$ cat config.mk
export PLATFORM = sky130hd
export DESIGN_NAME = instr_fetch
export DESIGN_NICKNAME = d
export VERILOG_FILES = /design/src/rtl/instr_fetch.sv
export SDC_FILE = /design/constraint.sdc
export NUM_CORES = 1
export LEC_CHECK = 0
export CAP_MARGIN = 0
export CORE_ASPECT_RATIO = 2
export CORE_MARGIN = 4
export CORE_UTILIZATION = 37
export DETAILED_ROUTE_END_ITERATION = 7
export GPL_ROUTABILITY_DRIVEN = 0
export PLACE_DENSITY = 0.82
export SLEW_MARGIN = 5
export SYNTH_ARGS = -nofsm -noshare
export SYNTH_HDL_FRONTEND = slang
export SYNTH_SLANG_ARGS = --single-unit
$ cat constraint.sdc
create_clock -name clk -period 1.45 [get_ports clk]
set_input_delay 0.29 -clock clk [delete_from_list [all_inputs] [get_ports clk]]
set_output_delay 0.29 -clock clk [all_outputs]
set_load 0.005 [all_outputs]
$ cat src/rtl/instr_fetch.sv
// Three-phase instruction fetcher (ADDR -> DATA -> EXEC) with halt/resume handshake.
// Optional macro HALT_DETECT_EN: opcode 4'b0000 in EXEC also requests a halt.
module instr_fetch (
  input  logic        clk,
  input  logic        reset,
  input  logic        resume,
  input  logic        clk_dis,
  input  logic        jump_en,
  input  logic [11:0] jump_addr,
  input  logic [15:0] mem_rdata,
  output logic [11:0] mem_addr,
  output logic [15:0] pc,
  output logic [15:0] instr,
  output logic        instr_valid,
  output logic        fetch_clk,
  output logic        halted
);

  typedef enum logic [1:0] {
    S_ADDR = 2'd0,
    S_DATA = 2'd1,
    S_EXEC = 2'd2,
    S_HALT = 2'd3
  } state_t;

  state_t      r_state;
  state_t      w_next_state;
  logic [11:0] r_pc;
  logic [11:0] w_next_pc;
  logic [15:0] r_instr;
  logic        r_instr_valid;
  logic        r_halted;
  logic        r_resume;
  logic        w_halt_req;
  logic        w_resume_edge;
  logic        w_load_instr;

  // Halt request seen in EXEC; outranks any jump request.
  always_comb begin
`ifdef HALT_DETECT_EN
    w_halt_req = clk_dis | (r_instr[15:12] == 4'b0000);
`else
    w_halt_req = clk_dis;
`endif
  end

  assign w_resume_edge = resume & ~r_resume;

  // Next-state and next-PC decode.
  always_comb begin
    w_next_state = r_state;
    w_next_pc    = r_pc;
    w_load_instr = 1'b0;
    case (r_state)
      S_ADDR: begin
        w_next_state = S_DATA;
      end
      S_DATA: begin
        w_load_instr = 1'b1;
        w_next_state = S_EXEC;
      end
      S_EXEC: begin
        if (w_halt_req) begin
          w_next_state = S_HALT;
        end else if (jump_en) begin
          w_next_pc    = jump_addr;
          w_next_state = S_ADDR;
        end else begin
          w_next_pc    = r_pc + 12'd1;
          w_next_state = S_ADDR;
        end
      end
      S_HALT: begin
        if (w_resume_edge) begin
          w_next_pc    = r_pc + 12'd1;
          w_next_state = S_ADDR;
        end else begin
          w_next_state = S_HALT;
        end
      end
      default: begin
        w_next_state = S_ADDR;
      end
    endcase
  end

  // State, PC, captured instruction and status registers.
  always_ff @(posedge clk) begin
    if (reset) begin
      r_state       <= S_ADDR;
      r_pc          <= 12'h000;
      r_instr       <= 16'h0000;
      r_instr_valid <= 1'b0;
      r_halted      <= 1'b0;
      r_resume      <= 1'b0;
    end else begin
      r_state       <= w_next_state;
      r_pc          <= w_next_pc;
      r_instr_valid <= w_load_instr;
      r_halted      <= (w_next_state == S_HALT);
      r_resume      <= resume;
      if (w_load_instr) begin
        r_instr <= mem_rdata;
      end else begin
        r_instr <= r_instr;
      end
    end
  end

  assign mem_addr    = r_pc;
  assign pc          = {4'b0000, r_pc};
  assign instr       = r_instr;
  assign instr_valid = r_instr_valid;
  assign fetch_clk   = r_instr_valid;
  assign halted      = r_halted;

endmodule

After elaboration in Yosys (flattened, before gate mapping)
Cells that the tools add are included.
{ "word_totals": {"register_bits": 33, "wordCells": 26} }
{ "op_classes": {"addsub": 1, "n_eq_ne": 6, "muxes": 8, "bitwise_logic": 2, "n_reduce_logical": 3} }
{ "op_table": {"columns": ["op", "n"], "rows": [
  ["$mux W12", 3],
  ["$pmux W12 S2", 1],
  ["$add A12 B1 Y12 const B", 1],
  ["$pmux W2 S4", 1],
  ["$eq A2 B2 Y1 const B", 3],
  ["$mux W2", 2],
  ["$ne A2 B2 Y1 const B", 2],
  ["$reduce_and A3 Y1", 1],
  ["$eq A2 B1 Y1 const B", 1],
  ["$logic_not A2 Y1", 1],
  ["$reduce_bool A2 Y1", 1],
  ["$and A1 B1 Y1", 1],
  ["$mux W1", 1],
  ["$not A1 Y1", 1]
]} }

Depth between registers and ports, before layout
Gate-level depths: netlist (run 1).
{ "depth": {"ltp_word": 5, "mapped_depth": 7, "ltp_nobuf": 5} }

Worst setup path before layout (run 1)
Ideal clock, no wire load.
{ "synth_timing": {"path_kind": "reg-to-reg", "from": "register r_state[0]", "to": "register r_pc[11], in the netlist mem_addr[11]", "arrival_ns": 1.324, "path_slack_ns": 0.062, "path_stages_with_launch": 7, "path_buffers": 2, "path_cell_list": "dfxtp_1 -> buf_4 -> and3b_1 -> buf_6 -> o21ai_2 -> or4_1 -> nand4_1"} }
{ "synth_via": {"elab_chain_cells": 3} }
{ "synth_rtl": {"columns": ["item", "line_no", "rtl"], "rows": [
  ["start, declared", "26", "state_t r_state;"],
  ["start signal, assigned", "97", "r_state <= w_next_state;"],
  ["$eq A2 B2 Y1", "54", "case (r_state)"],
  ["$ne A2 B2 Y1 (no line) or $reduce_bool A2 Y1 (tied branches)", null, null],
  ["$reduce_and A3 Y1 (no line)", null, null],
  ["end signal, assigned", "98", "r_pc <= w_next_pc;"],
  ["end, declared", "28", "logic [11:0] r_pc;"]
]} }
Parallel ways exist; a longest one is shown, timed or not.
A chain may end at the register's enable or synchronous reset.

Final worst setup path (run 1)
{ "layout_timing": {"from": "register r_pc[1], in the netlist mem_addr[1]", "to": "register r_pc[10], in the netlist mem_addr[10]"} }
{ "layout_via": {"elab_chain_cells": 4} }
{ "layout_rtl": {"columns": ["item", "line_no", "rtl"], "rows": [
  ["$add A12 B1 Y12 *", "69, 75", null],
  ["$mux W12", "65", "end else if (jump_en) begin"],
  ["$mux W12", "63", "if (w_halt_req) begin"],
  ["$pmux W12 S2 *", "54", null]
]} }
Every way passes the cells marked *; elsewhere a longest branch is shown, timed or not. The select of a mux whose other input is x is not followed.

==> run_results.csv, run 1 <==
group,metric,value,unit
yosys,syn_area_per_cell,7.88,um2
yosys,async_reset_ff_share,0,%
layout,post-route-cell-area,2800,um2
floorplanning,io_pins,80,
detailed_routing,wl_met2,2.82,mm
critical_path,required,1.66,ns
detailed_routing,via_count,1835,
layout,layout_common_cells,"48 x clkdlybuf4s50_1, 41 x nand2_1, 35 x buf_4",
grt,grt_pass1_wl,7.88,mm
layout,final_common_cell,"clkdlybuf4s50_1",
yosys,synth_flop_cell,"dfxtp_1",
layout,diodes,0,
timing,finalHoldViolCount,0,
detailed_routing,dr.pass1.iters,4,
place,place_inst,339,
power_and_ir_drop,switching_share,27.6,%
clock_tree,hold_buffers,0,
power_and_ir_drop,power_frac_seq,44.7,%
yosys,synth_largest_area_cell,"dfxtp_1",
floorplanning,start_util,38.1,%
power_and_ir_drop,switchingPower,622,uW
floorplanning,die-area,5720,um2
grt,grt_max_degree,34,
yosys,synth_edf_count,0,
floorplanning,core,4380,um2
run_status,outcome,"completed",
detailed_routing,ant_nets,0,
power_and_ir_drop,power.share.clock,29.5,%
yosys,synth_top_area_share,39.5,%
detailed_routing,routed_wl,5.05,mm
detailed_routing,routedWlPerCell,14.1,um
min_path,worstHoldStart,"resume",
critical_path,critPathMaxFanout,4,
floorplanning,die_h,103,um
power_and_ir_drop,power.leakage,1.34,nW
detailed_routing,drt-initial-drc-count,29,
place,place_hpwl,3.51,mm
yosys,ys_seq_elements,33,
flow_run,maxCapViolCount,0,
clock_tree,clock_latency,0.28,ns
yosys,ys_warn_count,0,
timing,slew_violations,0,
clock_tree,cts_sinks,33,
layout,drive_gt1_share,24.9,%
timing,period_needed,1.42,ns
detailed_routing,highest_layer,"met4",
floorplanning,chipWidth,55.5,um
place,placed_cell_area,2500,um2
detailed_routing,vias_per_cell,5.11,
power_and_ir_drop,p_per_area,805,nW/um2
power_and_ir_drop,power_frac_comb,25.8,%
critical_path,reg2reg_from,"mem_addr[1]$_SDFFE_PP0P_",
layout,instances_no_fill,359,
yosys,netlist_top_cells_area,"dfxtp_1 40%, nand2_1 9.2%, buf_4 8.1%",
min_path,hold_class,"in -> reg",
clock_tree,clockRootBuffer,"clkbuf_8",
grt,antenna_found_initial,0,
yosys,yosysSeqAreaShare,39.5,%
clock_tree,cts.reportedPaths.clkPinSlew,0.07,ns
detailed_routing,wl_met1,1.80,mm
critical_path,endpoint_kind,"register",
timing,skew,0.00917,ns
layout,syn_to_final_growth,67.2,%
clock_tree,cts_tree,"done",
layout,fin_nets,338,
detailed_routing,drcViolationCount,0,
timing,fin_crit_sh,97.7,%
yosys,ys_types,45,
critical_path,worst_ep_arrival_time,1.63,ns
yosys,syn_area,1670,um2
floorplanning,fp-row-count,34,
yosys,syn_inst,212,
power_and_ir_drop,ir_drop,0.000780,V
power_and_ir_drop,p_int,1.63,mW
clock_tree,cts_buffers,5,
grt,grt_overflow_total,0,
critical_path,crit_type,"reg -> reg",
detailed_routing,met3WireLength,310,um
clock_tree,htreeDepth,2,
power_and_ir_drop,total_power,2.25,mW
timing,setup_viol_count_final,0,
critical_path,worst_setup_path_start_kind,"register",
place,portBuffers,75,
grt,first_global_vias,1764,
clock_tree,cts_max_path_buffers,2,
grt,grt_usage,17.2,%
timing,fmax,706,MHz
layout,utilization,63.8,%
critical_path,worstSetupStartpoint,"mem_addr[1]$_SDFFE_PP0P_",
[cells by family after synthesis]
| kind of cell | share of synthesized area [%] |
|---|---|
| adders and majority gates | 0.748 |
| AOI/OAI and AO/OA | 22.0 |
| buffers and inverters | 12.9 |
| other | 0.224 |
| and+or+nand+nor | 24.6 |
| DFF | 39.5 |
[critical path: stages, from the launching register on]
cell	delay [ns]
dfxtp_2	0.33
buf_4	0.12
ha_2	0.21
nand3_2	0.16
nor4_2	0.29
o21ai_1	0.10
a21oi_1	0.13
[cells in the mapped netlist (3+ instances only)]
cell and instances:
nand4_1 3, and2_1 3, nor2_1 7, dfxtp_1 33, and3_1 4, inv_1 3, clkbuf_1 5, a21oi_1 25
nand2_1 41, o2bb2ai_1 3, nor3_1 4, o21ai_0 6, nand2b_1 3, buf_2 5, o21ai_1 3, nor4_1 3
a31oi_1 3, nand3_1 7, buf_4 18, o22ai_1 3
[per-stage QoR]
stage | setup slack (ns) | hold slack, ns | setup TNS, ns
after floorplan | 0.0623 | 0.412 | 0
after global placement | -0.305 | 0.441 | -3.48
after detailed placement | -0.345 | 0.446 | -3.71
after CTS | 0.00118 | 0.455 | 0
after global routing | -0.0366 | 0.297 | -0.0438
final | 0.0333 | 0.260 | 0
[power by group through the flow]
stage | logic [mW] | registers (mW) | clock network (mW)
2_1_floorplan | 0.257 | 1.03 | 0
3_3_place_gp | 0.535 | 1.03 | 0
3_5_place_dp | 0.540 | 1.03 | 0
4_1_cts | 0.558 | 1.00 | 0.687
5_1_grt | 0.634 | 1.02 | 0.718
6_report | 0.580 | 1.01 | 0.663
[final timing paths]
path                               end  slack, ns  cells after the start
max reg2reg  mem_addr[10]$_SDFFE_PP0P_       0.03                      6
min reg2reg     instr[10]$_SDFFE_PP0P_       0.45                      2
max          mem_addr[10]$_SDFFE_PP0P_       0.03                      6
min                r_resume$_SDFF_PP0_       0.26                      3
[routing by layer]
metal / vias up / GRT usage [%]
met4: 0 / 8.80
met1: 832 / 16.6
met5: - / 0
li1: 908 / -
met2: 83 / 33.4
met3: 12 / 3.76
[flip-flops by register name, summed over array words and instances, names as in the netlist]
signal     flops
halted         1
instr         16
r_resume       1
fetch_clk      1
r_state        2
mem_addr      12
[repair_timing]
item                       in CTS  in global routing
setup endpoints to repair      30                 26
cloned                          0                  1
gates resized for setup        33                 32
pin swaps                       0                  5
setup buffers                   7                  4
[layout make-up]
class	count	area (um2)
clock buffer	5	68.8
inverter	3	11.3
tap	54	67.6
timing repair buffer	112	1070
clock inverter	3	17.5
sequential	33	692
fill	383	1590
multi-input combinational	149	871
(Power assumes the default switching activity.)
==> run 2, diff against run 1 <==
--- a/config.mk
+++ b/config.mk
@@ -12,7 +12,6 @@
 export DETAILED_ROUTE_END_ITERATION = 7
 export GPL_ROUTABILITY_DRIVEN = 0
 export PLACE_DENSITY = 0.82
-export SLEW_MARGIN = 5
 export SYNTH_ARGS = -nofsm -noshare
 export SYNTH_HDL_FRONTEND = slang
 export SYNTH_SLANG_ARGS = --single-unit
==> results of run 2 <==
Final layout, timing and power as in run 1 (identical DEF).
==> run 3, diff against run 2 <==
--- a/config.mk
+++ b/config.mk
@@ -11,7 +11,9 @@
 export CORE_UTILIZATION = 37
 export DETAILED_ROUTE_END_ITERATION = 7
 export GPL_ROUTABILITY_DRIVEN = 0
+export GPL_TIMING_DRIVEN = 0
 export PLACE_DENSITY = 0.82
+export SETUP_SLACK_MARGIN = 0.1
 export SYNTH_ARGS = -nofsm -noshare
 export SYNTH_HDL_FRONTEND = slang
 export SYNTH_SLANG_ARGS = --single-unit
==> run 3 against run 2 <==
Net effect:
- die area did not move
- largest cell class unchanged
- the run now ends with setup timing left
- combinational power rose by 22%
- global-route usage rose by 3.5 points
- register-to-register slack got worse by 0.05 ns
- critical endpoint is now mem_addr[7]$_SDFFE_PP0P_
- worst setup slack got worse by 0.046 ns
- critical path type unchanged
- first-iteration DRC count rose by 130%
==> run_results.csv, run 3 (synthesis results as in run 1) <==
group,metric,value,unit
run_status,outcome,"finished with violations",
run_status,failed_checks,"setup timing",
timing,slew-limit-headroom,50.3,%
grt,grt_usage,20.7,%
grt,grt.met3_usage,4.26,%
critical_path,crit_type,"reg -> reg",
layout,syn_to_final_growth,86.5,%
grt,use_met2,40.1,%
clock_tree,hold_buffers,0,
critical_path,required,1.67,ns
clock_tree,cts.reportedPaths.clkPinSlew,0.07,ns
floorplanning,start_util,38.1,%
flow_run,maxCapViolCount,0,
place,place_ws,-0.506,ns
timing,rsz0062_at_grt,"yes",
floorplanning,core,4380,um2
timing,fin_ws,-0.0131,ns
layout,drive_gt1_share,35.9,%
timing,tightest_slew,0.746,ns
detailed_routing,drt-initial-drc-count,67,
grt,antenna_found_initial,0,
grt,use_met1,19.1,%
floorplanning,die_h,103,um
power_and_ir_drop,power.leakage,1.39,nW
power_and_ir_drop,p_per_area,837,nW/um2
clock_tree,cts_sinks,33,
detailed_routing,ant_nets,0,
layout,utilization,71.1,%
grt,grt_overflow_total,0,
detailed_routing,routedWlPerCell,16.3,um
power_and_ir_drop,ir_drop,0.000774,V
clock_tree,htreeDepth,2,
layout,largest_reg_flops,16,
floorplanning,die-area,5720,um2
clock_tree,clock_latency,0.29,ns
layout,multi_input_area,1010,um2
clock_tree,clockRootBuffer,"clkbuf_8",
detailed_routing,via_count,2033,
layout,final_common_cell,"buf_4",
timing,period_needed,1.46,ns
detailed_routing,vias_per_cell,5.31,
clock_tree,cts_buffers,5,
place,portBuffers,74,
critical_path,worst_setup_path_start_kind,"register",
grt,grt_pass1_wl,9.37,mm
clock_tree,cts_max_path_buffers,2,
timing,fin_crit_sh,101,%
grt,top_usage_layer,"met2",
grt,first_global_vias,2031,
layout,fin_nets,362,
timing,setup_viol_count_final,5,
critical_path,critPathMaxFanout,10,
place,placed_cell_area,2510,um2
place,place_inst,343,
floorplanning,io_pins,80,
layout,layout_common_cells,"45 x buf_4, 44 x dlygate4sd2_1, 40 x nand2_1",
timing,slew_violations,0,
place,place_hpwl,3.69,mm
layout,post-route-cell-area,3120,um2
detailed_routing,drcViolationCount,0,
timing,fmax,683,MHz
layout,instances_no_fill,383,
layout,diodes,0,
grt,grt_max_degree,11,
clock_tree,cts_tree,"done",
min_path,hold_class,"in -> reg",
critical_path,worst_ep_arrival_time,1.68,ns
timing,finalHoldViolCount,0,
timing,skew,0.00827,ns
floorplanning,fp-row-count,34,
layout,nFillCells,353,
critical_path,endpoint_kind,"register",
floorplanning,chipWidth,55.5,um
critical_path,worst-r2r-setup-slack,-0.01,ns
layout,regArea,702,um2
detailed_routing,dr.pass1.iters,4,
detailed_routing,routed_wl,6.26,mm
run 3: worst max-delay path, cell delays in order (launching register included):
cell       delay (ns)
dfxtp_2          0.32
buf_6            0.11
buf_12           0.10
a21boi_4         0.07
buf_6            0.15
nor4_1           0.40
a21oi_1          0.09
o2bb2ai_1        0.14
run 3: report_power, final:
part           total [mW]  internal [mW]  switching, mW
clock               0.908          0.560          0.348
sequential          0.992          0.961         0.0313
combinational       0.709          0.387          0.322
run 3: final cells by class:
type | count | share of cell area [%]
Inverter | 3 | 0.361
Tap cell | 54 | 2.17
Clock buffer | 7 | 2.77
Multi-Input combinational cell | 148 | 32.4
Buffer | 31 | 7.95
Sequential cell | 33 | 22.5
Timing Repair Buffer | 106 | 30.9
Clock inverter | 1 | 0.963
run 3: final timing paths:
check | from | to | depth (start not counted)
setup reg to reg | r_state[0]$_SDFF_PP0_ | mem_addr[7]$_SDFFE_PP0P_ | 7
hold reg to reg | instr[14]$_SDFFE_PP0P_ | instr[14]$_SDFFE_PP0P_ | 2
hold / removal | resume | r_resume$_SDFF_PP0_ | 3
setup / recovery | r_state[0]$_SDFF_PP0_ | mem_addr[7]$_SDFFE_PP0P_ | 7
run 3: per-layer routing:
layer | vias to the layer above | routed length, um
met5 | - | 0
met1 | 937 | 2130
met2 | 116 | 3440
met3 | 28 | 426
li1 | 952 | -
met4 | 0 | 268
run 3: stage by stage:
step / power (mW) / setup TNS (ns) / hold slack, ns
after global routing: 2.71 / -0.505 / 0.366
after global placement: 1.56 / -5.54 / 0.442
final: 2.61 / -0.0296 / 0.366
after floorplan: 1.29 / 0 / 0.412
after CTS: 2.54 / -0.0322 / 0.365
after detailed placement: 1.57 / -6.12 / 0.446
run 3: repair_timing:
action / 4_1_cts / 5_1_grt
buffers inserted: 27 / 4
endpoints found under the setup margin: 68 / 23
gates resized for setup: 103 / 33
gates cloned: 1 / 0
pin swaps: 13 / 9
